==> config.mk <==
export PLATFORM = sky130hd
export DESIGN_NAME = somador_acumulador_5bits
export DESIGN_NICKNAME = d
export VERILOG_FILES = /design/src/rtl/somador_acumulador_5bits.sv
export SDC_FILE = /design/constraint.sdc
export NUM_CORES = 1
export LEC_CHECK = 0
export BUFFER_PORTS_ARGS = -buffer_cell sky130_fd_sc_hd__clkbuf_2
export CAP_MARGIN = 20
export CORE_ASPECT_RATIO = 1.2
export CORE_MARGIN = 3
export CORE_UTILIZATION = 30
export CTS_CLUSTER_DIAMETER = 30
export DETAILED_ROUTE_END_ITERATION = 16
export SYNTH_ARGS = -nofsm -noshare
export SYNTH_HDL_FRONTEND = slang
export SYNTH_SLANG_ARGS = --single-unit
export TNS_END_PERCENT = 10
==> constraint.sdc <==
create_clock -name clk -period 3.4 [get_ports clk]
set_input_delay 0 -clock clk [delete_from_list [all_inputs] [get_ports clk]]
set_output_delay 0 -clock clk [all_outputs]
set_load 0.1 [all_outputs]
==> src/rtl/somador_acumulador_5bits.sv <==
// Sample accumulator: sums N_SAMPLES zero-extended inputs over a valid/ready handshake
// and presents the result on a second handshake. Define SOMADOR_SATURATE_EN to clamp instead of wrap.
module somador_acumulador_5bits #(
  parameter int IN_W      = 5,
  parameter int SUM_W     = 8,
  parameter int N_SAMPLES = 4
) (
  input  logic             clk,
  input  logic             clear,
  input  logic             start,
  input  logic [IN_W-1:0]  in_data,
  input  logic             in_valid,
  output logic             in_ready,
  output logic [SUM_W-1:0] sum,
  output logic             sum_valid,
  input  logic             sum_ready,
  output logic             busy,
  output logic             overflow
);

  typedef enum logic [1:0] {
    IDLE  = 2'd0,
    ACCUM = 2'd1,
    HOLD  = 2'd2
  } state_t;

  // N_SAMPLES is limited to 1..31, so a 5-bit sample counter always suffices.
  localparam int CNT_W = 5;
  localparam logic [CNT_W-1:0] LAST_IDX = CNT_W'(N_SAMPLES - 1);

  state_t           state;
  logic [SUM_W-1:0] acc;
  logic [CNT_W-1:0] cnt;

  logic [SUM_W:0]   raw_sum;
  logic             carry;
  logic [SUM_W-1:0] next_acc;

  assign raw_sum = {1'b0, acc} + {{(SUM_W + 1 - IN_W){1'b0}}, in_data};
  assign carry   = raw_sum[SUM_W];

`ifdef SOMADOR_SATURATE_EN
  // Once clamped, acc sits at all-ones: any non-zero sample carries again and
  // re-clamps, a zero sample leaves it unchanged, so no separate sticky bit is needed.
  assign next_acc = carry ? {SUM_W{1'b1}} : raw_sum[SUM_W-1:0];
`else
  assign next_acc = raw_sum[SUM_W-1:0];
`endif

  // Handshake outputs decode the registered state only, so no input reaches them combinationally.
  assign in_ready  = (state == ACCUM);
  assign sum_valid = (state == HOLD);
  assign busy      = (state == ACCUM) || (state == HOLD);

  // NOTE: state registers use non-blocking assignments so every update in this
  // block sees the pre-edge values of acc/cnt, regardless of statement order.
  always_ff @(posedge clk or negedge clear) begin
    if (!clear) begin
      state    <= IDLE;
      acc      <= '0;
      cnt      <= '0;
      sum      <= '0;
      overflow <= 1'b0;
    end else begin
      case (state)
        IDLE: begin
          if (start) begin
            state    <= ACCUM;
            acc      <= '0;
            cnt      <= '0;
            overflow <= 1'b0;
          end
        end
        ACCUM: begin
          if (in_valid) begin
            acc      <= next_acc;
            cnt      <= cnt + 1'b1;
            overflow <= overflow | carry;
            if (cnt == LAST_IDX) begin
              sum   <= next_acc;
              state <= HOLD;
            end
          end
        end
        HOLD: begin
          if (sum_ready) begin
            if (start) begin
              state    <= ACCUM;
              acc      <= '0;
              cnt      <= '0;
              overflow <= 1'b0;
            end else begin
              state <= IDLE;
            end
          end
        end
        default: state <= IDLE;
      endcase
    end
  end

endmodule

After elaboration in Yosys (flattened, before gate mapping)
Cells that the tools add are included.
{"block": "word_totals", "register_bits": 24, "input_bits": 10, "output_inout_bits": 12, "elab_cells": 39}
{"block": "classes", "add_sub_neg": 2, "n_eq_ne": 7, "n_mux": 18, "bitwise_logic": 1, "reduce_logical": 6}
{"op": "8-bit two-way mux", "count": 3}
{"op": "8-bit case mux with 3 select lines", "count": 1}
{"op": "5-bit two-way mux", "count": 3}
{"op": "5-bit case mux with 3 select lines", "count": 1}
{"op": "8-bit by 5-bit adder with 9-bit output", "count": 1}
{"op": "2-bit two-way mux", "count": 4}
{"op": "2-bit case mux with 3 select lines", "count": 1}
{"op": "3-bit AND reduction", "count": 2}
{"op": "5-bit by 1-bit adder with 5-bit output, second input constant", "count": 1}
{"op": "5-bit by 2-bit equality test with 1-bit output, second input constant", "count": 1}
{"op": "1-bit two-way mux", "count": 4}
{"op": "2-bit by 1-bit inequality test with 1-bit output, second input constant", "count": 2}
{"op": "2-bit inequality test, second input constant", "count": 2}
{"op": "4-bit AND reduction", "count": 1}
{"op": "1-bit case mux with 3 select lines", "count": 1}
{"op": "3-bit nonzero test", "count": 1}
{"op": "2-bit by 1-bit equality test with 1-bit output, second input constant", "count": 1}
{"op": "2-bit equality test, second input constant", "count": 1}
{"op": "2-bit logical NOT", "count": 1}
{"op": "1-bit logical OR", "count": 1}
{"op": "1-bit bitwise OR", "count": 1}

Longest topological paths before layout
{"block": "logic_depth", "depth_word": 4, "ltp_mapped": 8, "ltp_nobuf": 6}

Least setup slack after synthesis
OpenSTA, ideal clock, no wires.
{"block": "synth_path", "path_type": "reg-to-reg", "start": "register state[1]", "end": "register acc[7]", "setup_time_ns": 0.064, "arrival_time_ns": 2.675, "required_ns": 3.336, "slack_ns": 0.661, "path_stages_with_launch": 8, "n_path_buf": 1, "synth_period_minus_slack_ns": 2.739, "path_cell_list": "dfrtp_1 > inv_1 > ha_1 > buf_2 > clkinv_1 > or4_1 > and4b_1 > a211o_1"}
{"block": "synth_between", "elab_chain_len": 3, "elab_cells_between_ends": 8, "classes_between": "4 x eq/ne; 1 x mux; 3 x reduce/logical"}
{"item": "from (decl)", "line_no": "31", "source": "state_t state;"}
{"item": "from (signal assigned)", "line_no": "59", "source": "state <= IDLE;"}
{"item": "from (signal assigned)", "line_no": "68", "source": "state <= ACCUM;"}
{"item": "from (signal assigned)", "line_no": "81", "source": "state <= HOLD;"}
{"item": "2-bit by 1-bit equality test with 1-bit output *"}
{"item": "named net in_ready", "line_no": "13", "source": "output logic in_ready,"}
{"item": "2-bit inequality test (no line) or 3-bit nonzero test (tied branches)"}
{"item": "3-bit AND reduction (no line)"}
{"item": "to (signal assigned)", "line_no": "76", "source": "acc <= next_acc;"}
{"item": "to (decl)", "line_no": "32", "source": "logic [SUM_W-1:0] acc;"}
Mark *: on every way through the listed nets, which the timed path passes. The rest lies on a longest branch.
A chain may end at the register's enable or synchronous reset.

Final worst setup path
{"block": "layout_path", "start": "register state[1]", "end": "register acc[7]"}
{"block": "layout_between", "elab_chain_len": 3, "elab_cells_between_ends": 8, "classes_between": "4 x eq/ne; 1 x mux; 3 x reduce/logical"}
{"item": "2-bit equality test, or another cell as far along", "line_no": "65", "source": "case (state)"}
{"item": "2-bit by 1-bit inequality test with 1-bit output (no line), or another cell as far along"}
{"item": "3-bit AND reduction (no line)"}
Parallel ways exist; a longest one is shown, timed or not.

==> results_dict.tcl <==
set metrics [dict create \
    status "completed" \
    crit_type "reg2reg" \
    synthFlopType "dfrtp_1" \
    routed_wl_mm 2.93 \
    cts.clk_slew.worst_paths_ns 0.09 \
    nets 191 \
    slew_headroom_pct 59.0 \
    synth_edf_count 0 \
    synthArstFlopShare_pct 100 \
    grt_pass1_wl_mm 5.13 \
    area_growth_pct 16.5 \
    grt_usage_pct 11.7 \
    grt_max_degree 25 \
    grt_pass1_vias 1138 \
    finalCritPeriodShare_pct 67.0 \
    drt-vias-per-instance 5.14 \
    yosys.area.top_type "dfrtp_1" \
    fmax_mhz 439 \
    ys_types 38 \
    cpMaxStageDelayCell "or4_1" \
    critPathCaptureType "flip-flop" \
    yosys_warnings 0 \
    row_count 26 \
    ys_top_cells_by_area "dfrtp_1, ha_1, mux2_2" \
    syn-cell-area_um2 1420 \
    post_drt_wl_per_cell_um 13.0 \
    syn_area_per_cell_um2 9.56 \
    overflow 0 \
    dieArea_um2 5580 \
    cts_tree "built" \
    antenna_found_initial 0 \
    rsz0062_at_grt "false" \
    dp_hpwl_mm 2.32 \
    die-width_um 68.7 \
    clk-insertion-delay-late_ns 0.26 \
    globalplace.congestion 0.756 \
    synth_fp_nets 169 \
    holdWs_ns 0.114 \
    clkSinkCount 24 \
    worstPathMaxFanout 10 \
    yosysTopAreaCellShare_pct 42.4 \
    portBuffers 21 \
    detail_route.first_pass.iterations 5 \
    drive_gt1_share_pct 18.9 \
    seq_area_frac_synth_pct 42.4 \
    path_cells "inv_1, ha_1, clkinv_1, or4_1, and4b_1, a211o_1" \
    yosys-top-cells-count "dfrtp_1, nand2_1, a21oi_1, ha_1, nand3_1" \
    synth_most_common_cell "dfrtp_1" \
    drt_iter0_drc 50 \
    tightestPinTransition_ns 0.612 \
    ios 22 \
    die_h_um 81.2 \
    synthCells 148 \
    diodes 0 \
    vias 1156 \
    hold_viol 0 \
    finClkSkew_ns 0.00184 \
    setup_viol 0 \
    start_util_pct 32.2 \
    hp-class "in2reg" \
    drc_errors 0 \
    crit_path_start_kind "flip-flop" \
    max_stage_delay_ns 0.65 \
    synth-seq-cells 24 \
    worstPathArrival_ns 2.48 \
    fin_crit_ns 2.28 \
    cts_root_buffer "clkbuf_8" \
    core-area_um2 4390 \
    cp.required_ns 3.60 \
    cts_made_buffers 3 \
    post_cts.repair.setup_buffers 0 \
    timing.setup.tns_ns 0 \
    h-tree-depth 1 \
    clk_path_buf_depth 2 \
    drv_slew 0 \
    maxCapViolCount 0 \
    antenna_left 0 \
]
metrics by stage:
step	instance area [um2]	std cells	setup slack [ns]	util (%)
3_3_place_gp	1570	220	1.21	35.7
3_5_place_dp	1570	220	1.11	35.7
5_1_grt	1650	225	0.928	37.5
2_1_floorplan	1420	148	0.661	-
6_report	1650	225	1.12	37.5
4_1_cts	1650	225	1.09	37.5
repair_timing:
| action | in CTS | in global routing |
|---|---|---|
| setup endpoints to repair | 0 | 0 |
| hold endpoints to repair | 24 | 0 |
| hold buffers | 1 | 0 |
| gates resized for setup | 0 | 0 |
cell usage in the layout, fill, tap and decap left out, types with 2 or more instances in the layout:
master | netlist | routed
a21o_1 | 2 | 2
ha_1 | 10 | 10
o21ai_0 | 9 | 9
and2_1 | 2 | 2
nor4_1 | 3 | 3
dfrtp_1 | 24 | 24
nand3_1 | 10 | 10
nor2_1 | 9 | 9
nand2_1 | 15 | 15
or3_1 | 2 | 2
clkbuf_8 | 0 | 3
a21oi_1 | 10 | 10
a211oi_1 | 3 | 3
inv_1 | 9 | 9
xnor2_1 | 4 | 4
mux2_2 | 5 | 5
clkbuf_2 | 0 | 21
a211o_1 | 2 | 2
o211ai_1 | 2 | 2
mux2i_1 | 2 | 2
a22o_1 | 3 | 3
worst max-delay path, delay by kind of cell (launching register included):
| kind | cells | cell delay [ns] |
|---|---|---|
| and+or+nand+nor | 2 | 0.93 |
| AOI/OAI and AO/OA | 1 | 0.09 |
| adders and majority gates | 1 | 0.36 |
| buffers and inverters | 2 | 0.42 |
| DFF | 1 | 0.42 |
state kept, by name (all words and copies together), names as in the netlist:
signal / flops
overflow: 1
acc: 8
cnt: 5
state: 2
sum: 8
worst paths after layout:
check | to | cells past startpoint | slack (ns) | startpoint
max in group asynchronous | state[1] | 2 | 2.74 | clear
worst min register to register | acc[0] | 2 | 0.49 | acc[0]
min in group asynchronous | sum[4] | 2 | 0.27 | clear
worst min-delay path | acc[0] | 4 | 0.11 | in_data[0]
worst max register to register | acc[7] | 6 | 1.12 | state[1]
worst max-delay path | acc[7] | 6 | 1.12 | state[1]
cell type report:
type | count | area [um2]
clock buffer | 3 | 41.3
multi-input combinational | 109 | 754
timing repair buffer | 22 | 115
clock inverter | 1 | 30.0
tap | 56 | 70.1
inverter | 10 | 37.5
fill | 454 | 2740
sequential | 24 | 601
logic make-up after synthesis:
logic type,Yosys count,synth area share [%]
and+or+nand+nor,51,18.5
AOI/OAI and AO/OA,36,16.7
DFF,24,42.4
buffers and inverters,15,4.24
adders and majority gates,11,10.3
muxes,7,5.39
xor gates and xnor gates,4,2.48
per-layer routing:
| layer | GRT usage [%] | routed length, um | vias up |
|---|---|---|---|
| met4 | 3.12 | 31 | 0 |
| met1 | 14.3 | 1250 | 551 |
| met2 | 21.1 | 1540 | 26 |
| li1 | - | - | 577 |
| met5 | 0 | 0 | - |
| met3 | 1.52 | 105 | 2 |
Power is left out: the tool's default activity adds up to more than one toggle a clock period on the data nets, which glitch-free logic cannot reach.
